### src/rtl/uart_sram_cmd_ctrl.sv
`default_nettype none
// ============================================================================
//  Module   : uart_sram_cmd_ctrl
//  Purpose  : Byte-level command sequencer between a UART byte stream and one
//             shared SRAM port. It parses host frames, performs single-word
//             reads and writes, and streams the responses back over UART TX.
//               'W' A D0 D1 D2 D3  -> write, reply 'K'
//               'R' A              -> read,  reply D0 D1 D2 D3
//               other opcode       -> reply '?'
//  Config   : UART_CSUM_EN - when defined, each frame carries a trailing XOR
//             checksum byte. A mismatch replies '!' and makes no memory access.
//  Ports    : wb_clk_i/wb_rst_i  clock, async active-high reset
//             rx_data/rx_valid   received byte stream
//             tx_data/tx_valid/tx_ready  transmit byte handshake
//             mem_req/mem_we/mem_addr/mem_wdata/mem_gnt/mem_rdata  SRAM port
//             busy               high whenever not IDLE
//             err_cnt            saturating protocol-error counter
//  Revision : 1.0  initial release
// ============================================================================
module uart_sram_cmd_ctrl #(
  parameter int ADDR_W  = 8,
  parameter int TIMEOUT = 43400,
  parameter int ERR_W   = 8
) (
  input  logic              wb_clk_i,
  input  logic              wb_rst_i,
  input  logic [7:0]        rx_data,
  input  logic              rx_valid,
  output logic [7:0]        tx_data,
  output logic              tx_valid,
  input  logic              tx_ready,
  output logic              mem_req,
  output logic              mem_we,
  output logic [ADDR_W-1:0] mem_addr,
  output logic [31:0]       mem_wdata,
  input  logic              mem_gnt,
  input  logic [31:0]       mem_rdata,
  output logic              busy,
  output logic [ERR_W-1:0]  err_cnt
);

  localparam int          TMO_W    = $clog2(TIMEOUT + 1);
  localparam logic [7:0]  C_OP_WR  = 8'h57;
  localparam logic [7:0]  C_OP_RD  = 8'h52;
  localparam logic [7:0]  C_ACK    = 8'h4B;
  localparam logic [7:0]  C_BADOP  = 8'h3F;
`ifdef UART_CSUM_EN
  localparam logic [7:0]  C_BADSUM = 8'h21;
`endif

  typedef enum logic [2:0] {
    ST_IDLE     = 3'd0,
    ST_GET_ADDR = 3'd1,
    ST_GET_DATA = 3'd2,
    ST_MEM_REQ  = 3'd3,
    ST_MEM_WAIT = 3'd4,
    ST_SEND     = 3'd5
`ifdef UART_CSUM_EN
    ,ST_GET_CSUM = 3'd6
`endif
  } state_t;

  state_t              r_state, w_state_nxt;
  logic                r_is_write, w_is_write_nxt;
  logic [ADDR_W-1:0]   r_addr, w_addr_nxt;
  logic [31:0]         r_wdata, w_wdata_nxt;
  logic [1:0]          r_byte_cnt, w_byte_cnt_nxt;
  logic [31:0]         r_tx_buf, w_tx_buf_nxt;
  logic [2:0]          r_tx_len, w_tx_len_nxt;
  logic [TMO_W-1:0]    r_tmo, w_tmo_nxt;
  logic [ERR_W-1:0]    r_err, w_err_nxt;
  logic                w_err_evt;
  logic                w_rx_state;
  logic                w_tmo_hit;
  logic [ADDR_W-1:0]   w_addr_byte;
  state_t              w_after_payload;
`ifdef UART_CSUM_EN
  logic [7:0]          r_csum, w_csum_nxt;
`endif

  // Address byte is zero-extended or truncated to the SRAM address width.
  assign w_addr_byte = ADDR_W'(rx_data);

`ifdef UART_CSUM_EN
  assign w_after_payload = ST_GET_CSUM;
`else
  assign w_after_payload = ST_MEM_REQ;
`endif

`ifdef UART_CSUM_EN
  assign w_rx_state = (r_state == ST_GET_ADDR) || (r_state == ST_GET_DATA) ||
                      (r_state == ST_GET_CSUM);
`else
  assign w_rx_state = (r_state == ST_GET_ADDR) || (r_state == ST_GET_DATA);
`endif

  // Timeout fires on the TIMEOUT-th consecutive silent cycle of a receive state.
  assign w_tmo_hit = w_rx_state && !rx_valid && (r_tmo == TMO_W'(TIMEOUT - 1));

  assign tx_valid  = (r_state == ST_SEND);
  assign tx_data   = r_tx_buf[7:0];
  assign mem_req   = (r_state == ST_MEM_REQ);
  assign mem_we    = (r_state == ST_MEM_REQ) && r_is_write;
  assign mem_addr  = r_addr;
  assign mem_wdata = r_wdata;
  assign busy      = (r_state != ST_IDLE);
  assign err_cnt   = r_err;

  always_ff @(posedge wb_clk_i or posedge wb_rst_i) begin
    if (wb_rst_i) begin
      r_state <= ST_IDLE;
    end else begin
      r_state <= w_state_nxt;
    end
  end

  always_ff @(posedge wb_clk_i or posedge wb_rst_i) begin
    if (wb_rst_i) begin
      r_is_write <= 1'b0;
      r_addr     <= '0;
      r_wdata    <= '0;
      r_byte_cnt <= '0;
      r_tx_buf   <= '0;
      r_tx_len   <= '0;
      r_tmo      <= '0;
      r_err      <= '0;
`ifdef UART_CSUM_EN
      r_csum     <= '0;
`endif
    end else begin
      r_is_write <= w_is_write_nxt;
      r_addr     <= w_addr_nxt;
      r_wdata    <= w_wdata_nxt;
      r_byte_cnt <= w_byte_cnt_nxt;
      r_tx_buf   <= w_tx_buf_nxt;
      r_tx_len   <= w_tx_len_nxt;
      r_tmo      <= w_tmo_nxt;
      r_err      <= w_err_nxt;
`ifdef UART_CSUM_EN
      r_csum     <= w_csum_nxt;
`endif
    end
  end

  always_comb begin
    w_state_nxt    = r_state;
    w_is_write_nxt = r_is_write;
    w_addr_nxt     = r_addr;
    w_wdata_nxt    = r_wdata;
    w_byte_cnt_nxt = r_byte_cnt;
    w_tx_buf_nxt   = r_tx_buf;
    w_tx_len_nxt   = r_tx_len;
    w_tmo_nxt      = '0;
    w_err_evt      = 1'b0;
`ifdef UART_CSUM_EN
    w_csum_nxt     = r_csum;
`endif

    if (w_rx_state && !rx_valid && !w_tmo_hit) begin
      w_tmo_nxt = r_tmo + 1'b1;
    end

    case (r_state)
      ST_IDLE: begin
        if (rx_valid) begin
`ifdef UART_CSUM_EN
          w_csum_nxt = rx_data;
`endif
          if (rx_data == C_OP_WR) begin
            w_is_write_nxt = 1'b1;
            w_state_nxt    = ST_GET_ADDR;
          end else if (rx_data == C_OP_RD) begin
            w_is_write_nxt = 1'b0;
            w_state_nxt    = ST_GET_ADDR;
          end else begin
            w_tx_buf_nxt = {24'h0, C_BADOP};
            w_tx_len_nxt = 3'd1;
            w_err_evt    = 1'b1;
            w_state_nxt  = ST_SEND;
          end
        end
      end

      ST_GET_ADDR: begin
        if (rx_valid) begin
          w_addr_nxt     = w_addr_byte;
          w_byte_cnt_nxt = 2'd0;
`ifdef UART_CSUM_EN
          w_csum_nxt     = r_csum ^ rx_data;
`endif
          w_state_nxt    = r_is_write ? ST_GET_DATA : w_after_payload;
        end else if (w_tmo_hit) begin
          w_err_evt   = 1'b1;
          w_state_nxt = ST_IDLE;
        end
      end

      ST_GET_DATA: begin
        if (rx_valid) begin
          // Shift in from the top so D0 ends up in bits [7:0] after four bytes.
          w_wdata_nxt    = {rx_data, r_wdata[31:8]};
          w_byte_cnt_nxt = r_byte_cnt + 2'd1;
`ifdef UART_CSUM_EN
          w_csum_nxt     = r_csum ^ rx_data;
`endif
          if (r_byte_cnt == 2'd3) begin
            w_state_nxt = w_after_payload;
          end
        end else if (w_tmo_hit) begin
          w_err_evt   = 1'b1;
          w_state_nxt = ST_IDLE;
        end
      end

`ifdef UART_CSUM_EN
      ST_GET_CSUM: begin
        if (rx_valid) begin
          if (rx_data == r_csum) begin
            w_state_nxt = ST_MEM_REQ;
          end else begin
            w_tx_buf_nxt = {24'h0, C_BADSUM};
            w_tx_len_nxt = 3'd1;
            w_err_evt    = 1'b1;
            w_state_nxt  = ST_SEND;
          end
        end else if (w_tmo_hit) begin
          w_err_evt   = 1'b1;
          w_state_nxt = ST_IDLE;
        end
      end
`endif

      ST_MEM_REQ: begin
        w_err_evt = rx_valid;
        if (mem_gnt) begin
          if (r_is_write) begin
            w_tx_buf_nxt = {24'h0, C_ACK};
            w_tx_len_nxt = 3'd1;
            w_state_nxt  = ST_SEND;
          end else begin
            w_state_nxt  = ST_MEM_WAIT;
          end
        end
      end

      ST_MEM_WAIT: begin
        // Read data is valid exactly one cycle after the granted read.
        w_err_evt    = rx_valid;
        w_tx_buf_nxt = mem_rdata;
        w_tx_len_nxt = 3'd4;
        w_state_nxt  = ST_SEND;
      end

      ST_SEND: begin
        w_err_evt = rx_valid;
        if (tx_ready) begin
          w_tx_buf_nxt = {8'h00, r_tx_buf[31:8]};
          w_tx_len_nxt = r_tx_len - 3'd1;
          if (r_tx_len == 3'd1) begin
            w_state_nxt = ST_IDLE;
          end
        end
      end

      default: begin
        w_state_nxt = ST_IDLE;
      end
    endcase

    // Simultaneous error sources count once; the counter sticks at all-ones.
    w_err_nxt = (w_err_evt && !(&r_err)) ? r_err + 1'b1 : r_err;
  end

endmodule
`default_nettype wire

### config.mk
export PLATFORM = sky130hd
export DESIGN_NAME = uart_sram_cmd_ctrl
export DESIGN_NICKNAME = d
export VERILOG_FILES = /design/src/rtl/uart_sram_cmd_ctrl.sv
export SDC_FILE = /design/constraint.sdc
export NUM_CORES = 1
export LEC_CHECK = 0
export CAP_MARGIN = 20
export CELL_PAD_IN_SITES_DETAIL_PLACEMENT = 1
export CELL_PAD_IN_SITES_GLOBAL_PLACEMENT = 2
export CORE_MARGIN = 4
export CORE_UTILIZATION = 35
export CTS_BUF_LIST = sky130_fd_sc_hd__clkbuf_2
export CTS_CLUSTER_SIZE = 14
export DETAILED_ROUTE_END_ITERATION = 16
export PLACE_DENSITY_LB_ADDON = 0.1
export SYNTH_ARGS = -nofsm -noshare
export SYNTH_HDL_FRONTEND = slang
export SYNTH_SLANG_ARGS = --single-unit
### constraint.sdc
create_clock -name wb_clk_i -period 4.4 [get_ports wb_clk_i]
set_clock_uncertainty 0.1 [all_clocks]
set_input_delay 0.88 -clock wb_clk_i [delete_from_list [all_inputs] [get_ports wb_clk_i]]
set_output_delay 0.88 -clock wb_clk_i [all_outputs]
set_load 0.02 [all_outputs]
======== Word-level counts from Yosys, hierarchy flattened ========
Cells that the tools add are included.
word-level totals
  flip-flop bits (word level) ............. 105
  output and inout port bits .............. 60
  bits of input ports ..................... 45
operators by class
  reduce and logical (&&, ||, !) cells .... 23
  mux-type cells .......................... 39
  eq/ne operators ......................... 20
  add/sub/neg operators ................... 4
operator list
  cell                                                                     count
  32-bit 2-to-1 mux                                                        6
  32-bit one-hot mux with 4 select lines                                   1
  3-bit 2-to-1 mux                                                         16
  3-bit one-hot mux with 6 select lines                                    1
  16-bit by 1-bit adder with 16-bit output, second input constant          1
  16-bit == test, second input constant                                    1
  8-bit by 7-bit == test with 1-bit output, second input constant          2
  16-bit 2-to-1 mux                                                        1
  3-bit one-hot mux with 4 select lines                                    1
  2-bit inequality test, second input constant                             5
  1-bit 2-to-1 mux                                                         9
  8-bit by 1-bit adder with 8-bit output, second input constant            1
  2-bit by 1-bit inequality test with 1-bit output, second input constant  4
  8-bit AND reduction                                                      1
  7-bit AND reduction                                                      1
  3-bit by 1-bit == test with 1-bit output, second input constant          2
  3-bit by 2-bit == test with 1-bit output, second input constant          2
  3-bit == test, second input constant                                     2
  3-bit AND reduction                                                      2
  1-bit logical AND                                                        5
  5-bit AND reduction                                                      1
  2-bit 2-to-1 mux                                                         2
  2-bit one-hot mux with 2 select lines                                    1
  2-bit AND reduction                                                      2
  other kinds (13)                                                         16

======== Longest topological paths before layout ========
Gate-level depths: netlist (run 1).
  depth after elaboration ................. 8
  mapped depth ............................ 8
  gate-level depth less buffers ........... 7

======== Least setup slack after synthesis (run 1) ========
Ideal clock, no wire load.
  path type ............................... input-to-reg
  start ................................... in rx_data[5]
  end ..................................... reg r_tx_buf[10]
  cell stages on the path ................. 6
  path slack .............................. 1.835 ns
  required time ........................... 4.175 ns
  data arrival time ....................... 2.340 ns
  cell sequence ........................... nand4bb_4 nor3b_4 nand2_2 o311ai_4 buf_6 mux2_4
on the way
  word-level cells in the longest chain between the ends .. 3
  elaborated cells between the ends (all ways) .. 5
  classes of those cells .................. eq/ne (4); reduce/logical (1)
RTL lines
  item                                                         line      RTL
  start: declaration                                           27        input logic [7:0] rx_data,
  8-bit by 7-bit == test with 1-bit output (on tied branches)  172, 169
  2-bit inequality test (no line)                              n/a
  7-bit AND reduction (no line) (*)                            n/a
  end signal: assignment                                       135       r_tx_buf <= w_tx_buf_nxt;
  end: declaration                                             68        logic [31:0] r_tx_buf, w_tx_buf_nxt;
Every way passes the cells marked *; elsewhere a longest branch is shown, timed or not.
A chain may end at the register's enable or synchronous reset.

======== Worst setup path in the final report (run 1) ========
  start ................................... reg r_state[2]
  end ..................................... out tx_valid
on the way
  word-level cells in the longest chain between the ends .. 1
RTL lines
  item                      line  RTL
  start: declaration        63    state_t r_state, w_state_nxt;
  start signal: assignment  113   r_state <= w_state_nxt;
  3-bit == test             100   assign tx_valid = (r_state == ST_SEND);
  end: declaration          30    output logic tx_valid,
Every way passes these cells.

==> results of run 1 <==
[Yosys cell counts (3+ instances only)]
master	number	area, um2
nor2_1	23	86.3
or3_1	4	25.0
and4_1	3	26.3
clkbuf_1	9	33.8
nand2_1	19	71.3
and2_1	3	18.8
dfrtp_1	105	2630
inv_1	8	30.0
nor2b_1	4	25.0
nand2b_1	4	25.0
mux2i_1	8	80.1
and3_1	5	31.3
xnor2_1	3	26.3
mux2_4	19	285
a22o_1	25	219
o21ai_0	7	35.0
a22oi_1	3	22.5
nor3b_1	4	30.0
buf_4	10	75.1
buf_2	8	40.0
nand3_1	3	15.0
a21oi_1	10	50.1
ha_1	5	62.6
nand4_1	8	50.1
mux2_2	47	529
xor2_1	18	158
[worst max path at each step]
| stage | start | endpoint | slack (ns) | cells past startpoint |
|---|---|---|---|---|
| 3_3_place_gp | rx_data[5] | r_tx_buf[20]$_DFFE_PP0P_ | 1.04 | 7 |
| 6_report | r_state[2]$_DFFE_PP0P_ | tx_valid | 0.62 | 4 |
| 4_1_cts | r_state[2]$_DFFE_PP0P_ | tx_valid | 0.50 | 4 |
| 5_1_grt | r_state[2]$_DFFE_PP0P_ | tx_valid | 0.38 | 4 |
| 3_5_place_dp | rx_data[5] | r_tx_buf[19]$_DFFE_PP0P_ | 1.02 | 7 |
| 2_1_floorplan | wb_rst_i | err_cnt[0]$_DFFE_PP0P_ | 0.66 | 1 |
[per-layer routing]
| metal | vias to the layer above | global-route usage [%] | part of all wire (%) |
|---|---|---|---|
| met3 | 12 | 3.83 | 3.3 |
| li1 | 1610 | - | - |
| met5 | - | 0 | 0 |
| met2 | 63 | 24.2 | 50 |
| met1 | 1751 | 18.8 | 46 |
| met4 | 0 | 4.74 | 1.5 |
[power groups by stage]
stage	registers (mW)	clock network [mW]	logic, mW
floorplan	1.75	0	1.24
global placement	1.58	0	2.10
detailed placement	1.59	0	2.14
CTS	1.58	0.443	2.14
global route	1.62	0.475	2.27
finish	1.57	0.408	2.10
[cells in the final DEF (no fill, tap or decap), types with 5 or more instances in the layout]
cell	synthesis	layout
dfrtp_1	105	105
clkdlybuf4s50_1	0	104
mux2_2	47	47
a22o_1	25	25
nor2_1	23	23
nand2_1	19	19
mux2_4	19	19
xor2_1	18	18
a21oi_1	10	10
clkbuf_2	0	9
nand4_1	8	8
mux2i_1	8	8
inv_1	8	7
o21ai_0	7	7
and3_1	5	5
ha_1	5	5
[flip-flops by register name (all words and copies together) (netlist names)]
register and cells:
mem_wdata 32, r_tx_buf 32, r_tmo 16, err_cnt 8, mem_addr 8, r_state 3
r_tx_len 3, r_byte_cnt 2, r_is_write 1
[cells by family after synthesis]
| group | after synthesis | share of synthesized area [%] |
|---|---|---|
| AOI/OAI and AO/OA | 58 | 9.08 |
| xor gates and xnor gates | 21 | 3.66 |
| adders and majority gates | 5 | 1.25 |
| buffers and inverters | 40 | 4.24 |
| DFF | 105 | 52.4 |
| muxes | 74 | 17.8 |
| and+or+nand+nor | 97 | 11.6 |
[layout make-up]
class	instances	area, um2	area share (%)
Timing Repair Buffer	109	1090	17.4
Clock inverter	7	45.0	0.719
Sequential cell	105	2630	41.9
Inverter	9	36.3	0.579
Multi-Input combinational cell	255	2200	35.0
Tap cell	180	225	3.59
Clock buffer	9	45.0	0.719
==> run summary, run 1 <==
grt ovf: 0
final hold vios: 0
worst reg2reg path depth: 6
Setup Viol. Count Final: 0
total global-route track usage: 14.7%
Worst Hold End: r_tmo[0]$_DFF_PP0_
placed cells: 658
Sequential Power Share: 38.4%
non-filler cells, final: 674
die height: 128 um
CTS tree: built
number of synthesized flops with an enable pin: 0
Synthesis Warnings: 0
syn_area_per_cell: 12.5 um2
first-pass GRT wire length: 19200 um
Sw Pwr: 1.61 mW
vias in the first global route: 3720
distinct cell type count after synthesis: 54
fmax: 0.265 GHz
startpoint types: flop
routed wire length per instance: 17.1 um
Setup TNS Final: 0 ns
placer's final routability congestion estimate: 0.704
Initial Util: 35.9%
Leakage: 2.75 nW
pwr dens: 651 nW/um2
Place WS: 1.02 ns
register-to-register setup slack: 1.77 ns
hold buffer count at cts: 0
Final period util: 85.9%
Crit Path Category: flop to output port
Tightest Hold Check Type: flop to flop
Pre-antenna DRT Iters: 4
setup bufs post-CTS: 0
internal cell power: 2.47 mW
clk slew on worst S/H paths: 0.28 ns
Die X: 128 um
Max Transition Viols Final: 0
post-synthesis sequential area ratio: 52.4%
Async S/R FF share, synth: 100%
Routed Wire Length: 11500 um
H-tree levels: 3
worst-case clock buffer depth: 2
Vias per Instance: 5.10
Most used DFF post-synth: dfrtp_1
Core Rows: 43
slew margin rel.: 32.7%
Finished Core Util: 44.8%
hold_sp: r_tmo[0]$_DFF_PP0_
post-route setup slack: 0.622 ns
Sw Ratio: 39.5%
WHS: 0.376 ns
count of input and output buffers: 104
RR Endpoint: r_tx_buf[23]$_DFFE_PP0P_
Synth Register Bits: 105
final instance area: 6270 um2
number of max-cap violations: 0
P&R area growth vs syn: 24.9%
CTS buffer count: 9
Detailed Route Iter0 Violations: 99
post-CTS sizing: 0
Core ar.: 14000 um2
WHS Path Cells: 1
RSZ-0062 raised after global routing: false
crit path cell chain: nor2b_1 > nand2_1 > inv_2 > clkdlybuf4s50_1
largest net degree at the start of global routing: 67
Cells after Synth: 400
Clock Latency Late Sink: 0.61 ns
worst-path maximum fanout: 19
# DRC: 0
Max stage delay cell, worst path: dfrtp_1
result of the run: complete, no violations
die area: 16300 um2
Mapped Nets: 450
WP buf/inv: 2
Tmin final: 3.78 ns
Antenna diodes: 0
Worst path top cell family by delay: buffers and inverters
CP peak stage delay: 0.77 ns
Worst Tran Pin Value: 1.00 ns
critical path required time: 3.42 ns
Clock Root Buffer: clkbuf_2
dpl hpwl: 8060 um
Netlist Area Pre-Place: 5020 um2
VDD IR max: 0.248 mV
CP arrival: 2.80 ns
layout cells sized above 1: 19.6%
clk sink count: 105
Cell Area, Placed: 6180 um2
fillers: 1497
worst r2r src: r_state[2]$_DFFE_PP0P_
initial antenna violation count: 0
Tot Pwr: 4.08 mW
clock power share: 10.0%
Layout Nets: 539
I/O Pins: 105
total number of vias: 3436
Detail Route Antenna Nets: 0
Critical Path End Type: output port
Comb power frac: 51.6%
Note: power is estimated with default switching activity, not from simulation.
==> inputs of run 2 (changes only) <==
--- a/config.mk
+++ b/config.mk
@@ -8,12 +8,14 @@
 export CAP_MARGIN = 20
 export CELL_PAD_IN_SITES_DETAIL_PLACEMENT = 1
 export CELL_PAD_IN_SITES_GLOBAL_PLACEMENT = 2
+export CORE_ASPECT_RATIO = 1.5
 export CORE_MARGIN = 4
 export CORE_UTILIZATION = 35
 export CTS_BUF_LIST = sky130_fd_sc_hd__clkbuf_2
 export CTS_CLUSTER_SIZE = 14
 export DETAILED_ROUTE_END_ITERATION = 16
 export PLACE_DENSITY_LB_ADDON = 0.1
+export SLEW_MARGIN = 20
 export SYNTH_ARGS = -nofsm -noshare
 export SYNTH_HDL_FRONTEND = slang
 export SYNTH_SLANG_ARGS = --single-unit
==> run 2 against run 1 <==
Die area grew 0.24%. Utilization up 0.11 points. Non-clock buffer count rose by 3. Critical path type unchanged.
==> run summary, run 2 (synthesis gave the netlist of run 1 again) <==
routed wire length per instance: 17.1 um (about the same)
Routed Wire Length: 11800 um (was 11500 um)
Max stage delay cell, worst path: dfrtp_1 (unchanged)
first-pass GRT wire length: 19500 um (was 19200 um)
# DRC: 0 (unchanged)
placer's final routability congestion estimate: 0.749 (was 0.704)
WHS: 0.374 ns (was 0.376 ns)
grt ovf: 0 (unchanged)
CTS buffer count: 9 (unchanged)
I/O Pins: 105 (unchanged)
P&R area growth vs syn: 25.8% (was 24.9%)
hold buffer count at cts: 0 (unchanged)
Tot Pwr: 4.15 mW (was 4.08 mW)
Detailed Route Iter0 Violations: 70 (was 99)
worst-case clock buffer depth: 2 (unchanged)
Die X: 106 um (was 128 um)
commonest non-fill, non-tap cell in the layout: dfrtp_1 (unchanged)
post-route setup slack: 0.819 ns (was 0.622 ns)
CP arrival: 2.60 ns (was 2.80 ns)
Finished Core Util: 44.9% (was 44.8%)
Core Rows: 53 (was 43)
Vias per Instance: 4.95 (was 5.10)
Detail Route Antenna Nets: 0 (unchanged)
Max Transition Viols Final: 0 (unchanged)
Core ar.: 14100 um2 (was 14000 um2)
total global-route track usage: 14.8% (was 14.7%)
critical path required time: 3.42 ns (about the same)
Final period util: 81.4% (was 85.9%)
die area: 16400 um2 (was 16300 um2)
number of max-cap violations: 0 (unchanged)
setup bufs post-CTS: 0 (unchanged)
Worst Tran Pin Value: 1.02 ns (was 1.00 ns)
Setup Viol. Count Final: 0 (unchanged)
crit path cell chain: and3b_1 > nand2_1 > inv_1 > clkdlybuf4s50_1 (was nor2b_1 > nand2_1 > inv_2 > clkdlybuf4s50_1)
Place WS: 1.01 ns (was 1.02 ns)
layout cells sized above 1: 20.5% (was 19.6%)
clk sink count: 105 (unchanged)
VDD IR max: 0.252 mV (was 0.248 mV)
Setup TNS Final: 0 ns (unchanged)
H-tree levels: 3 (unchanged)
commonest cells after routing, fill and taps aside: 105 x dfrtp_1, 104 x clkdlybuf4s50_1, 47 x mux2_2 (unchanged)
largest net degree at the start of global routing: 68 (was 67)
die height: 155 um (was 128 um)
Initial Util: 35.7% (was 35.9%)
RSZ-0062 raised after global routing: false (unchanged)
initial antenna violation count: 1 (was 0)
post-CTS sizing: 0 (unchanged)
Worst path top cell family by delay: flip-flops (was buffers and inverters)
Pre-antenna DRT Iters: 4 (unchanged)
WP buf/inv: 2 (unchanged)
CP peak stage delay: 0.74 ns (was 0.77 ns)
fmax: 0.279 GHz (was 0.265 GHz)
vias in the first global route: 3729 (was 3720)
slew margin rel.: 31.8% (was 32.7%)
pwr dens: 658 nW/um2 (was 651 nW/um2)
Clock Latency Late Sink: 0.57 ns (was 0.61 ns)
worst-path maximum fanout: 16 (was 19)
Clock Root Buffer: clkbuf_2 (unchanged)
result of the run: complete, no violations (unchanged)
Critical Path End Type: output port (unchanged)
clk slew on worst S/H paths: 0.30 ns (was 0.28 ns)
CTS tree: built (unchanged)
register-to-register setup slack: 1.73 ns (was 1.77 ns)
startpoint types: flop (unchanged)
Leakage: 2.77 nW (was 2.75 nW)
Tmin final: 3.58 ns (was 3.78 ns)
count of input and output buffers: 104 (unchanged)
Tightest Hold Check Type: flop to flop (unchanged)
dpl hpwl: 8480 um (was 8060 um)
final hold vios: 0 (unchanged)
fillers: 1542 (was 1497)
Crit Path Category: flop to output port (unchanged)
Layout Nets: 542 (was 539)
total number of vias: 3417 (was 3436)
## run 2: cell types whose count changed in the layout (fill, tap and decap cells not counted), sizes merged
cell	change
clkbuf	+1
clkinv	-2
diode	+1
buf	+3
inv	+1
## run 2: power by group
part / switching [mW] / internal (mW) / total (mW)
Clock: 0.351 / 0.0902 / 0.442
Sequential: 0.253 / 1.30 / 1.55
Combinational: 1.05 / 1.11 / 2.16
Total: 1.66 / 2.50 / 4.15
## run 2: layer usage
layer  GRT usage, %  up-vias  routed length, um
met5              0        -                  0
met4           4.07        0                136
met3           2.96        9                440
met2           26.8       71               6210
met1           17.7     1733               4990
li1               -     1604                  -
## run 2: final timing paths
path                                   startpoint                        end  cells past startpoint
setup reg to reg           r_state[0]$_DFFE_PP0P_   r_tx_buf[19]$_DFFE_PP0P_                      7
hold reg to reg                r_tmo[0]$_DFF_PP0_         r_tmo[0]$_DFF_PP0_                      1
setup / recovery           r_state[1]$_DFFE_PP0P_                     mem_we                      4
min in group asynchronous                wb_rst_i   mem_wdata[7]$_DFFE_PP0P_                      2
max in group asynchronous                wb_rst_i  mem_wdata[22]$_DFFE_PP0P_                      3
hold / removal                 r_tmo[0]$_DFF_PP0_         r_tmo[0]$_DFF_PP0_                      1
## run 2: final cells by class
class                      instances  area (um2)  share of cell area, %
multi-input combinational        255        2200                   34.8
inverter                           9        36.3                  0.575
antenna                            1        2.50                 0.0396
clock buffer                      10        50.0                  0.793
sequential                       105        2630                   41.6
timing repair buffer             112        1100                   17.4
tap                              192         240                   3.80
clock inverter                     6        60.1                  0.951
## run 2: through the flow
| stage | area, um2 | instances |
|---|---|---|
| 4_1_cts | 6310 | 689 |
| 3_3_place_gp | 6200 | 673 |
| 5_1_grt | 6310 | 690 |
| 2_1_floorplan | 5020 | 400 |
| 6_report | 6310 | 690 |
| 3_5_place_dp | 6200 | 673 |
==> inputs of run 3 (changes only) <==
==> constraint.sdc (replaced) <==
create_clock -name wb_clk_i -period 3.4 [get_ports wb_clk_i]
set_clock_uncertainty 0.1 [all_clocks]
set_input_delay 0.68 -clock wb_clk_i [delete_from_list [all_inputs] [get_ports wb_clk_i]]
set_output_delay 0.68 -clock wb_clk_i [all_outputs]
set_load 0.02 [all_outputs]
==> run 3 against run 2 <==
Clock power is 43% higher. Critical endpoint is now tx_valid. Combinational power up 33%. Die area unchanged. Hold slack lost 0.0025 ns. First-iteration DRC count up 63%. Highest routed layer unchanged. Global-route usage grew 0.061 points. Total power is 32% higher.
==> run summary, run 3 (synthesis gave the netlist of run 1 again) <==
result of the run: complete, no violations (unchanged)
total number of vias: 3486 (was 3417)
Core ar.: 14100 um2 (unchanged)
CTS tree: built (unchanged)
Tightest Hold Check Type: flop to flop (unchanged)
worst-case clock buffer depth: 2 (unchanged)
Worst Tran Pin Value: 0.637 ns (was 1.02 ns)
dpl hpwl: 8350 um (was 8480 um)
die height: 155 um (unchanged)
layout cells sized above 1: 21.2% (was 20.5%)
Worst Hold End: r_tmo[0]$_DFF_PP0_ (unchanged)
RR Endpoint: r_tx_buf[21]$_DFFE_PP0P_ (was r_tx_buf[19]$_DFFE_PP0P_)
CP arrival: 2.38 ns (was 2.60 ns)
die area: 16400 um2 (unchanged)
H-tree levels: 3 (unchanged)
startpoint types: flop (unchanged)
Core Rows: 53 (unchanged)
Tot Pwr: 5.49 mW (was 4.15 mW)
RSZ-0062 raised after global routing: false (unchanged)
Initial Util: 35.7% (unchanged)
clk slew on worst S/H paths: 0.30 ns (about the same)
register-to-register setup slack: 1.03 ns (was 1.73 ns)
hold buffer count at cts: 0 (unchanged)
P&R area growth vs syn: 27.3% (was 25.8%)
slew margin rel.: 57.5% (was 31.8%)
fmax: 0.316 GHz
final hold vios: 0 (unchanged)
Tmin final: 3.16 ns
CP peak stage delay: 0.61 ns (was 0.74 ns)
routed wire length per instance: 17.0 um (was 17.1 um)
final instance area: 6390 um2 (was 6310 um2)
Routed Wire Length: 11800 um (about the same)
Detailed Route Iter0 Violations: 114 (was 70)
Setup TNS Final: 0 ns (unchanged)
Clock Root Buffer: clkbuf_2 (unchanged)
Worst path top cell family by delay: buffers and inverters (was flip-flops)
commonest cells after routing, fill and taps aside: 104 x dfrtp_1, 104 x clkdlybuf4s50_1, 47 x mux2_2 (was 105 x dfrtp_1, 104 x clkdlybuf4s50_1, 47 x mux2_2)
Cell Area, Placed: 6250 um2 (was 6200 um2)
I/O Pins: 105 (unchanged)
pwr dens: 859 nW/um2 (was 658 nW/um2)
Layout Nets: 545 (was 542)
crit path cell chain: buf_4 > nand2_1 > inv_2 > clkdlybuf4s50_1 (was and3b_1 > nand2_1 > inv_1 > clkdlybuf4s50_1)
worst-path maximum fanout: 28 (was 16)
grt ovf: 0 (unchanged)
Crit Path Category: flop to output port (unchanged)
# DRC: 0 (unchanged)
Max stage delay cell, worst path: clkdlybuf4s50_1 (was dfrtp_1)
WHS Path Cells: 1 (unchanged)
largest net degree at the start of global routing: 106 (was 68)
WP buf/inv: 3 (was 2)
Critical Path End Type: output port (unchanged)
Max Transition Viols Final: 0 (unchanged)
number of max-cap violations: 0 (unchanged)
VDD IR max: 0.350 mV (was 0.252 mV)
Clock Latency Late Sink: 0.59 ns (was 0.57 ns)
total global-route track usage: 14.8% (about the same)
vias in the first global route: 3737 (was 3729)
Leakage: 2.80 nW (was 2.77 nW)
Setup Viol. Count Final: 0 (unchanged)
worst r2r src: r_state[0]$_DFFE_PP0P_ (unchanged)
Pre-antenna DRT Iters: 4 (unchanged)
Vias per Instance: 5.03 (was 4.95)
clk sink count: 105 (unchanged)
hold_sp: r_tmo[0]$_DFF_PP0_ (unchanged)
placer's final routability congestion estimate: 0.710 (was 0.749)
first-pass GRT wire length: 19400 um (was 19500 um)
CTS buffer count: 9 (unchanged)
Final period util: 92.9%
Finished Core Util: 45.5% (was 44.9%)
worst reg2reg path depth: 7 (unchanged)
initial antenna violation count: 1 (unchanged)
Detail Route Antenna Nets: 0 (unchanged)
Die X: 106 um (unchanged)
WHS: 0.371 ns (was 0.374 ns)
critical path required time: 2.62 ns (was 3.42 ns)
count of input and output buffers: 104 (unchanged)
run 3: worst max path at each step:
stage	from	cells after the start	slack, ns	to
2_1_floorplan	rx_data[5]	6	1.03	r_tx_buf[10]$_DFFE_PP0P_
3_3_place_gp	rx_data[5]	7	0.41	r_tx_buf[23]$_DFFE_PP0P_
3_5_place_dp	rx_data[5]	7	0.39	r_tx_buf[20]$_DFFE_PP0P_
4_1_cts	r_state[1]$_DFFE_PP0P_	4	0.02	mem_we
5_1_grt	r_state[0]$_DFFE_PP0P_	4	0.02	tx_valid
6_report	r_state[0]$_DFFE_PP0P_	4	0.24	tx_valid
run 3: where the power goes:
part	internal (mW)	switching, mW
logic	1.48	1.39
registers	1.68	0.307
clock network	0.184	0.450
run 3: stage by stage:
| step | std cells | setup slack, ns |
|---|---|---|
| after floorplan | 400 | 1.03 |
| after global placement | 674 | 0.413 |
| after detailed placement | 674 | 0.390 |
| after CTS | 690 | 0.0178 |
| after global routing | 693 | 0.0199 |
| final | 693 | 0.240 |
run 3: final cells by class:
| class | count | area [um2] |
|---|---|---|
| fill | 1519 | 7670 |
| clock buffer | 10 | 50.0 |
| clock inverter | 6 | 75.1 |
| timing repair buffer | 115 | 1160 |
| tap | 192 | 240 |
| sequential | 105 | 2630 |
| multi-input combinational | 255 | 2200 |
| antenna | 1 | 2.50 |
| inverter | 9 | 37.5 |
run 3: timing repair:
item,4_1_cts,5_1_grt
endpoints found under the setup margin,0,2
gates resized for setup,0,1
buffers inserted,0,2
run 3: routing by layer:
layer	track usage, %	vias to the layer above	share of wire (%)
li1	-	1614	-
met1	17.2	1782	41
met2	26.9	75	54
met3	3.09	15	4.0
met4	5.00	0	1.7
met5	0	-	0
